**src/rtl/ps2_kb_pkg.sv**
```systemverilog
// Shared PS/2 Set-2 keyboard definitions: prefix bytes, decoder states, event entry.
// Optional ASCII translation (entry field + lookup) is present only when KB_ASCII_EN is defined.
package ps2_kb_pkg;

    localparam logic [7:0] KB_PFX_EXT = 8'hE0;
    localparam logic [7:0] KB_PFX_BRK = 8'hF0;
    localparam logic [7:0] KB_BAT_OK  = 8'hAA;
    localparam logic [7:0] KB_ACK     = 8'hFA;
    localparam logic [7:0] KB_ERR_00  = 8'h00;
    localparam logic [7:0] KB_ERR_FF  = 8'hFF;

    typedef enum logic [1:0] {
        ST_IDLE,
        ST_EXT,
        ST_BRK,
        ST_EXT_BRK
    } kb_state_e;

    typedef struct packed {
        logic       ext;
        logic       rel;
        logic [7:0] code;
`ifdef KB_ASCII_EN
        logic [7:0] ascii;
`endif
    } kb_event_t;

`ifdef KB_ASCII_EN
    // Letters honour shift XOR caps; digits only honour shift (US layout symbols).
    function automatic logic [7:0] kb_ascii_lookup(input logic [7:0] code,
                                                   input logic       shift,
                                                   input logic       caps);
        logic [7:0] lc;
        logic [7:0] res;
        lc  = '0;
        res = '0;
        case (code)
            8'h1C: lc = 8'h61; 8'h32: lc = 8'h62; 8'h21: lc = 8'h63; 8'h23: lc = 8'h64;
            8'h24: lc = 8'h65; 8'h2B: lc = 8'h66; 8'h34: lc = 8'h67; 8'h33: lc = 8'h68;
            8'h43: lc = 8'h69; 8'h3B: lc = 8'h6A; 8'h42: lc = 8'h6B; 8'h4B: lc = 8'h6C;
            8'h3A: lc = 8'h6D; 8'h31: lc = 8'h6E; 8'h44: lc = 8'h6F; 8'h4D: lc = 8'h70;
            8'h15: lc = 8'h71; 8'h2D: lc = 8'h72; 8'h1B: lc = 8'h73; 8'h2C: lc = 8'h74;
            8'h3C: lc = 8'h75; 8'h2A: lc = 8'h76; 8'h1D: lc = 8'h77; 8'h22: lc = 8'h78;
            8'h35: lc = 8'h79; 8'h1A: lc = 8'h7A;
            default: lc = '0;
        endcase
        if (lc != 8'h00) begin
            res = (shift ^ caps) ? (lc - 8'h20) : lc;
        end else begin
            case (code)
                8'h45: res = shift ? 8'h29 : 8'h30;
                8'h16: res = shift ? 8'h21 : 8'h31;
                8'h1E: res = shift ? 8'h40 : 8'h32;
                8'h26: res = shift ? 8'h23 : 8'h33;
                8'h25: res = shift ? 8'h24 : 8'h34;
                8'h2E: res = shift ? 8'h25 : 8'h35;
                8'h36: res = shift ? 8'h5E : 8'h36;
                8'h3D: res = shift ? 8'h26 : 8'h37;
                8'h3E: res = shift ? 8'h2A : 8'h38;
                8'h46: res = shift ? 8'h28 : 8'h39;
                8'h29: res = 8'h20;
                8'h5A: res = 8'h0D;
                8'h66: res = 8'h08;
                default: res = '0;
            endcase
        end
        return res;
    endfunction
`endif

endpackage

```
**src/rtl/ps2_scancode_decoder_if.sv**
```systemverilog
// Byte-input and event-output bundle of the PS/2 scan-code decoder.
// slave = decoder side, master = receiver/application side.
interface ps2_scancode_decoder_if;

    logic       i_frame_done;
    logic [7:0] i_frame_data;
    logic       i_rd_en;
    logic       i_ovf_clr;
    logic       o_empty;
    logic       o_full;
    logic       o_overflow;
    logic [7:0] o_key_code;
    logic       o_key_ext;
    logic       o_key_release;
    logic [7:0] o_ascii;

    modport slave (
        input  i_frame_done, i_frame_data, i_rd_en, i_ovf_clr,
        output o_empty, o_full, o_overflow, o_key_code, o_key_ext, o_key_release, o_ascii
    );

    modport master (
        output i_frame_done, i_frame_data, i_rd_en, i_ovf_clr,
        input  o_empty, o_full, o_overflow, o_key_code, o_key_ext, o_key_release, o_ascii
    );

endinterface

```
**src/rtl/ps2_key_fifo.sv**
```systemverilog
// Generic show-ahead synchronous FIFO with sticky overflow flag.
// Pointers carry one extra wrap bit to tell full from empty.
module ps2_key_fifo #(
    parameter int unsigned WIDTH = 10,
    parameter int unsigned DEPTH = 8
) (
    input  logic             i_clk,
    input  logic             i_rst_n,
    input  logic             push,
    input  logic [WIDTH-1:0] wdata,
    input  logic             pop,
    input  logic             ovf_clr,
    output logic [WIDTH-1:0] rdata,
    output logic             full,
    output logic             empty,
    output logic             overflow
);

    localparam int unsigned AW = (DEPTH > 1) ? $clog2(DEPTH) : 1;
    localparam logic [AW:0] PTR_ONE = {{AW{1'b0}}, 1'b1};

    logic [WIDTH-1:0] mem [DEPTH];
    logic [AW:0]      wr_ptr;
    logic [AW:0]      rd_ptr;
    logic             pop_ok;
    logic             push_ok;

    assign empty   = (wr_ptr == rd_ptr);
    assign full    = (wr_ptr[AW] != rd_ptr[AW]) && (wr_ptr[AW-1:0] == rd_ptr[AW-1:0]);
    assign pop_ok  = pop && !empty;
    // A pop in the same cycle frees the slot, so a push into a full FIFO still lands.
    assign push_ok = push && (!full || pop_ok);
    assign rdata   = empty ? '0 : mem[rd_ptr[AW-1:0]];

    always_ff @(posedge i_clk) begin
        if (push_ok) begin
            mem[wr_ptr[AW-1:0]] <= wdata;
        end
    end

    always_ff @(posedge i_clk or negedge i_rst_n) begin
        if (!i_rst_n) begin
            wr_ptr   <= '0;
            rd_ptr   <= '0;
            overflow <= 1'b0;
        end else begin
            if (push_ok) begin
                wr_ptr <= wr_ptr + PTR_ONE;
            end
            if (pop_ok) begin
                rd_ptr <= rd_ptr + PTR_ONE;
            end
            if (push && !push_ok) begin
                overflow <= 1'b1;
            end else if (ovf_clr) begin
                overflow <= 1'b0;
            end
        end
    end

endmodule

```
**src/rtl/ps2_scancode_decoder.sv**
```systemverilog
// PS/2 Set-2 byte stream -> key event FIFO (resync, E0/F0 prefix FSM, prefix timeout).
// Define KB_ASCII_EN to add shift/caps tracking and per-event ASCII translation.
module ps2_scancode_decoder
    import ps2_kb_pkg::*;
#(
    parameter int unsigned FIFO_DEPTH  = 8,
    parameter int unsigned TIMEOUT_CYC = 2500000
) (
    input  logic                  i_clk,
    input  logic                  i_rst_n,
    ps2_scancode_decoder_if.slave kb
);

    localparam int unsigned TO_W = (TIMEOUT_CYC > 1) ? $clog2(TIMEOUT_CYC) : 1;
    localparam logic [TO_W-1:0] TO_LAST = TO_W'(TIMEOUT_CYC - 1);
    localparam int unsigned EV_W = $bits(kb_event_t);

    logic [2:0]      done_sync;
    logic            strobe;
    logic [7:0]      b;
    kb_state_e       state_q;
    kb_state_e       state_d;
    logic [TO_W-1:0] to_cnt_q;
    logic            to_hit;
    logic            push_d;
    kb_event_t       ev_d;
    logic            push_q;
    kb_event_t       ev_q;
    logic [EV_W-1:0] head_raw;
    kb_event_t       head;
`ifdef KB_ASCII_EN
    logic            shift_q;
    logic            caps_q;
`endif

    // Bits [1:0] are the synchroniser; bit [2] is the previous level for edge detection.
    always_ff @(posedge i_clk or negedge i_rst_n) begin
        if (!i_rst_n) begin
            done_sync <= '0;
        end else begin
            done_sync <= {done_sync[1:0], kb.i_frame_done};
        end
    end

    assign strobe = done_sync[1] && !done_sync[2];
    assign b      = kb.i_frame_data;
    assign to_hit = (state_q != ST_IDLE) && (to_cnt_q == TO_LAST);

    always_comb begin
        state_d = state_q;
        push_d  = 1'b0;
        ev_d    = '0;
        if (strobe) begin
            if (b == KB_ERR_00 || b == KB_ERR_FF) begin
                state_d = ST_IDLE;
            end else begin
                case (state_q)
                    ST_IDLE: begin
                        if (b == KB_PFX_EXT)                 state_d = ST_EXT;
                        else if (b == KB_PFX_BRK)            state_d = ST_BRK;
                        else if (b != KB_BAT_OK && b != KB_ACK) push_d = 1'b1;
                    end
                    ST_EXT: begin
                        if (b == KB_PFX_BRK)      state_d = ST_EXT_BRK;
                        else if (b != KB_PFX_EXT) begin
                            push_d   = 1'b1;
                            ev_d.ext = 1'b1;
                            state_d  = ST_IDLE;
                        end
                    end
                    ST_BRK: begin
                        if (b == KB_PFX_EXT)      state_d = ST_EXT_BRK;
                        else if (b != KB_PFX_BRK) begin
                            push_d   = 1'b1;
                            ev_d.rel = 1'b1;
                            state_d  = ST_IDLE;
                        end
                    end
                    default: begin
                        if (b != KB_PFX_EXT && b != KB_PFX_BRK) begin
                            push_d   = 1'b1;
                            ev_d.ext = 1'b1;
                            ev_d.rel = 1'b1;
                            state_d  = ST_IDLE;
                        end
                    end
                endcase
            end
            if (push_d) begin
                ev_d.code = b;
            end
        end else if (to_hit) begin
            state_d = ST_IDLE;
        end
`ifdef KB_ASCII_EN
        if (push_d && !ev_d.ext && !ev_d.rel) begin
            ev_d.ascii = kb_ascii_lookup(b, shift_q, caps_q);
        end
`endif
    end

    always_ff @(posedge i_clk or negedge i_rst_n) begin
        if (!i_rst_n) begin
            state_q  <= ST_IDLE;
            to_cnt_q <= '0;
            push_q   <= 1'b0;
            ev_q     <= '0;
        end else begin
            state_q <= state_d;
            push_q  <= push_d;
            ev_q    <= ev_d;
            if (strobe || state_q == ST_IDLE || to_hit) begin
                to_cnt_q <= '0;
            end else begin
                to_cnt_q <= to_cnt_q + 1'b1;
            end
        end
    end

`ifdef KB_ASCII_EN
    // Modifier state changes take effect from the next event; the lookup above used the old value.
    always_ff @(posedge i_clk or negedge i_rst_n) begin
        if (!i_rst_n) begin
            shift_q <= 1'b0;
            caps_q  <= 1'b0;
        end else if (push_d && !ev_d.ext) begin
            if (b == 8'h12 || b == 8'h59) begin
                shift_q <= !ev_d.rel;
            end
            if (b == 8'h58 && !ev_d.rel) begin
                caps_q <= !caps_q;
            end
        end
    end
`endif

    ps2_key_fifo #(
        .WIDTH (EV_W),
        .DEPTH (FIFO_DEPTH)
    ) u_fifo (
        .i_clk    (i_clk),
        .i_rst_n  (i_rst_n),
        .push     (push_q),
        .wdata    (ev_q),
        .pop      (kb.i_rd_en),
        .ovf_clr  (kb.i_ovf_clr),
        .rdata    (head_raw),
        .full     (kb.o_full),
        .empty    (kb.o_empty),
        .overflow (kb.o_overflow)
    );

    assign head             = kb_event_t'(head_raw);
    assign kb.o_key_code    = head.code;
    assign kb.o_key_ext     = head.ext;
    assign kb.o_key_release = head.rel;
`ifdef KB_ASCII_EN
    assign kb.o_ascii       = head.ascii;
`else
    assign kb.o_ascii       = 8'h00;
`endif

endmodule

```
**src/flat_wrapper.sv**
```systemverilog
// flat-port wrapper written by rule: the top's interface ports become plain ports
module ps2_scancode_decoder_flat import ps2_kb_pkg::*;
#(
    parameter int unsigned FIFO_DEPTH  = 8,
    parameter int unsigned TIMEOUT_CYC = 2500000
)
  (i_clk, i_rst_n, kb_i_frame_done, kb_i_frame_data, kb_i_rd_en, kb_i_ovf_clr, kb_o_empty, kb_o_full, kb_o_overflow, kb_o_key_code, kb_o_key_ext, kb_o_key_release, kb_o_ascii);
  ps2_scancode_decoder_if kb_i ();
  input  logic i_clk;
  input  logic i_rst_n;
  input wire logic [$bits(kb_i.i_frame_done)-1:0] kb_i_frame_done;
  input wire logic [$bits(kb_i.i_frame_data)-1:0] kb_i_frame_data;
  input wire logic [$bits(kb_i.i_rd_en)-1:0] kb_i_rd_en;
  input wire logic [$bits(kb_i.i_ovf_clr)-1:0] kb_i_ovf_clr;
  output wire logic [$bits(kb_i.o_empty)-1:0] kb_o_empty;
  output wire logic [$bits(kb_i.o_full)-1:0] kb_o_full;
  output wire logic [$bits(kb_i.o_overflow)-1:0] kb_o_overflow;
  output wire logic [$bits(kb_i.o_key_code)-1:0] kb_o_key_code;
  output wire logic [$bits(kb_i.o_key_ext)-1:0] kb_o_key_ext;
  output wire logic [$bits(kb_i.o_key_release)-1:0] kb_o_key_release;
  output wire logic [$bits(kb_i.o_ascii)-1:0] kb_o_ascii;
  assign kb_i.i_frame_done = kb_i_frame_done;
  assign kb_i.i_frame_data = kb_i_frame_data;
  assign kb_i.i_rd_en = kb_i_rd_en;
  assign kb_i.i_ovf_clr = kb_i_ovf_clr;
  assign kb_o_empty = kb_i.o_empty;
  assign kb_o_full = kb_i.o_full;
  assign kb_o_overflow = kb_i.o_overflow;
  assign kb_o_key_code = kb_i.o_key_code;
  assign kb_o_key_ext = kb_i.o_key_ext;
  assign kb_o_key_release = kb_i.o_key_release;
  assign kb_o_ascii = kb_i.o_ascii;
  ps2_scancode_decoder #(.FIFO_DEPTH(FIFO_DEPTH), .TIMEOUT_CYC(TIMEOUT_CYC)) u_core (.i_clk(i_clk), .i_rst_n(i_rst_n), .kb(kb_i));
endmodule
```
**config.mk**
```make
export PLATFORM = sky130hd
export DESIGN_NAME = ps2_scancode_decoder_flat
export DESIGN_NICKNAME = d
export VERILOG_FILES = /design/src/rtl/ps2_kb_pkg.sv /design/src/rtl/ps2_scancode_decoder_if.sv /design/src/rtl/ps2_key_fifo.sv /design/src/rtl/ps2_scancode_decoder.sv /design/src/flat_wrapper.sv
export SDC_FILE = /design/constraint.sdc
export NUM_CORES = 1
export LEC_CHECK = 0
export BUFFER_PORTS_ARGS = -buffer_cell sky130_fd_sc_hd__buf_2
export CAP_MARGIN = 20
export CORE_MARGIN = 2
export CORE_UTILIZATION = 60
export DETAILED_ROUTE_END_ITERATION = 8
export PLACE_DENSITY = 0.78
export SLEW_MARGIN = 20
export SYNTH_ARGS = -nofsm -noshare
export SYNTH_HDL_FRONTEND = slang
export SYNTH_SLANG_ARGS = --single-unit
```
**constraint.sdc**
```tcl
create_clock -name i_clk -period 3.3 [get_ports i_clk]
set_clock_uncertainty 0.1 [all_clocks]
set_input_delay 0.66 -clock i_clk [delete_from_list [all_inputs] [get_ports i_clk]]
set_output_delay 0.66 -clock i_clk [all_outputs]
set_load 0.05 [all_outputs]
```
==> summary.md <==
| Metric | Value |
|---|---|
| Post-synth EDFFs | `80` |
| GRT overflow | `0` |
| Distinct cells, synth | `between 40 and 50` |
| Dominant cells by area after synthesis | `edfxtp_1 (44%), dfrtp_1 (22%), mux4_2 (8.3%)` |
| CTS tree | `built` |
| Slowest cell on crit path | `mux4_2` |
| Hold Fails Final Rpt | `0` |
| Later-pin clock latency in the skew report | `510 ps` |
| Critical path, cell by cell | `buf_4, mux4_2, mux2i_1, nor2_1, buf_2` |
| Netlist Area Pre-Place | `between 5000 and 6000 um^2` |
| Worst slew pin tran | `~1000 ps` |
| IR drop worst, VDD | `around 400 uV` |
| Core Area | `8721 um^2` |
| Via count | `around 3000` |
| YS warnings | `0` |
| Proportion of netlist area held by the largest area contributor | `0.4450` |
| Post-cts sizing count | `0` |
| Crit Reg-Reg Endpoint | `u_core.u_fifo.mem[6][6]$_DFFE_PP_` |
| Drt initial violations | `219` |
| Routability cong. | `approximately 0.82` |
| CP endpoint kind | `primary output` |
| Hold-fix buffers at CTS | `0` |
| CP arrival | `roughly 2200 ps` |
| Synth top cells by count | `edfxtp_1 (80), dfrtp_1 (47), nor2_1 (46), mux4_2 (20), nand2_1 (17)` |
| Worst EP required | `2540 ps` |
| Startpoint types | `flip-flop` |
| Die width | `slightly below 100 um` |
| Worst slew margin | `0.3133` |
| Setup TNS Final | `0 ps` |
| Antenna Nets Post-Route | `0` |
| Clk buf depth | `2` |
| Reg2Reg Setup Slack | `between 700 and 800 ps` |
| Worst hold path class | `input pin to asynchronous set/reset pin` |
| CTS buffer count | `17` |
| H-tree Lvls | `4` |
| R2R depth | `6` |
| Placed Cells | `490` |
| RSZ-0062 raised after global routing | `false` |
| Leak | `between 2 and 2.5 nW` |
| Most common cell in the synthesized netlist | `edfxtp_1` |
| Post-Syn Instances | `between 300 and 400` |
| Fraction of layout cells with a size suffix above 1 | `0.2295` |
| Die Y | `between 90 and 100 um` |
| Vias per std cell | `roughly 5.8` |
| GRT Total Usage | `0.2259` |
| I/O pin count | `34` |
| Post-synth top area cell | `edfxtp_1` |
| Vias in the first global route | `about 3000` |
| Initial antenna violation count | `0` |
| Post-CTS Setup Inserts | `0` |
| FMAX | `336.7 MHz` |
| Final critical-path share of the clock period | `0.9000` |
| DP HPWL | `~6300 um` |
| FF+latch count, synth | `127` |
| Period minus WS final | `2970 ps` |
| Row Count | `34` |
| DIE AREA | `9773 um^2` |
| Crit Path Category | `flip-flop to primary output` |
| Critical Path Fanout Max | `11` |
| Clock sink count | `roughly 130` |
| Starting density of the core | `0.6191` |
| N_diodes | `0` |
| Pwr dens | `around 880 nW/um^2` |
| Synth Area per Inst | `approximately 15 um^2` |
| # DRC | `0` |
| Pin count of the biggest net entering global routing | `48` |
| Sequential area share after synthesis | `0.6628` |
| Primary FF master, synth | `edfxtp_1` |
| Syn-to-layout area delta | `15.09%` |
| Min Hold Slack | `41.60 ps` |
| Final WL | `about 10000 um` |
| Layout Cells excl Fill | `522` |
| Nets | `between 400 and 500` |
| CP max stage delay | `about 550 ps` |
| IO buf count | `25` |
| Clk slew on worst S/H paths | `about 60 ps` |
| WL/cell | `between 15 and 20 um` |
| Setup Viol. Count Final | `0` |
| Drt pass-1 iters | `4` |
| Global-route wire length before repair | `~16000 um` |
| Ys async rst share | `0.3701` |
| CTS root buffer | `clkbuf_8` |
| Worst r2r src | `u_core.u_fifo.wr_ptr[1]$_DFFE_PN0P_` |
| Status | `finished clean` |
| Slew Limit Fails | `0` |
| Number of max-cap violations | `0` |
## logic make-up after synthesis
kind of cell | count (synthesis) | synth area share
flops | 127 | 0.6628
simple gates | 120 | 0.1150
mux | 32 | 0.1059
xor+xnor | 31 | 0.05029
buf+inv | 28 | 0.02920
compound gates | 15 | 0.01993
fa+ha+maj | 7 | 0.01622
other cells | 1 | 0.0006946
## flip-flops by register name, summed over array words and instances, names as in the netlist
register / count
u_core.u_fifo.mem: 80
u_core.to_cnt_q: 22
u_core.ev_q: 10
u_core.u_fifo.rd_ptr: 4
u_core.u_fifo.wr_ptr: 4
u_core.done_sync: 3
u_core.state_q: 2
u_core.push_q: 1
u_core.u_fifo.overflow: 1
## layout by cell type, fill, tap and decap left out, types with 2 or more instances in the layout
master and count:
inv_1 8, buf_2 24, nand2_1 17, o22ai_1 3, and2_1 8, clkbuf_16 16, mux2i_1 11, edfxtp_1 80
buf_4 10, nor4_1 4, clkinv_4 3, nor3_1 4, xor2_1 16, and3_1 6, ha_1 7, clkinvlp_4 5
nand2b_1 3, xnor2_1 15, a21oi_1 3, nor2b_1 2, dfrtp_1 47, conb_1 8, mux4_2 20, bufinv_16 2
inv_6 4, nor2_1 45, nand3_1 11, nand4_1 7
## through the flow
stage          setup slack, ps    util  total power [mW]  area, um^2
2_1_floorplan            709.7       -             3.349        5425
5_1_grt                  219.5  0.7125             5.725        6213
4_1_cts                  288.8  0.7119             5.538        6208
3_3_place_gp             889.4  0.6458             3.702        5632
3_5_place_dp             763.2  0.6458             3.740        5632
6_report                 329.9  0.7125             5.491        6213
## worst max-delay path: cells and delay by family, from the launching register on
kind | cells | cell delay [ps]
buffers and inverters | 2 | 470
DFF | 1 | 410
muxes | 2 | 740
and+or+nand+nor | 1 | 70
## worst max-delay path by stage
stage	start	end	slack (ps)
floorplan	u_core.u_fifo.wr_ptr[2]$_DFFE_PN0P_	u_core.u_fifo.mem[0][0]$_DFFE_PP_	710
global placement	u_core.u_fifo.wr_ptr[1]$_DFFE_PN0P_	u_core.u_fifo.mem[2][2]$_DFFE_PP_	890
detailed placement	u_core.u_fifo.wr_ptr[1]$_DFFE_PN0P_	u_core.u_fifo.mem[4][5]$_DFFE_PP_	760
CTS	u_core.u_fifo.rd_ptr[0]$_DFFE_PN0P_	kb_o_key_code[1]	290
global route	u_core.u_fifo.rd_ptr[0]$_DFFE_PN0P_	kb_o_key_code[1]	220
finish	u_core.u_fifo.rd_ptr[0]$_DFFE_PN0P_	kb_o_key_code[7]	330
## power breakdown
group          internal [mW]  switching, mW  total (mW)  leakage (nW)
clock network           1.08          0.697        1.78         0.265
registers               1.86          0.117        1.97          1.37
logic                  0.599           1.14        1.74         0.728
total                   3.54           1.95        5.49          2.36
## routing by layer
metal	up-vias	global-route usage	part of all wire
met5	-	0	0
met4	0	0.07798	0.0095
met3	6	0.06596	0.056
met2	89	0.3716	0.53
met1	1510	0.2912	0.40
li1	1399	-	-
## layout make-up
type / instances / area [um^2]
Sequential cell: 127 / 3578
Inverter: 8 / 30.03
Timing Repair Buffer: 34 / 195.2
Multi-Input combinational cell: 213 / 1698
Tap cell: 108 / 135.1
Clock inverter: 15 / 162.7
Clock buffer: 17 / 414.1
Fill cell: 559 / 2507
(Power assumes the default switching activity.)
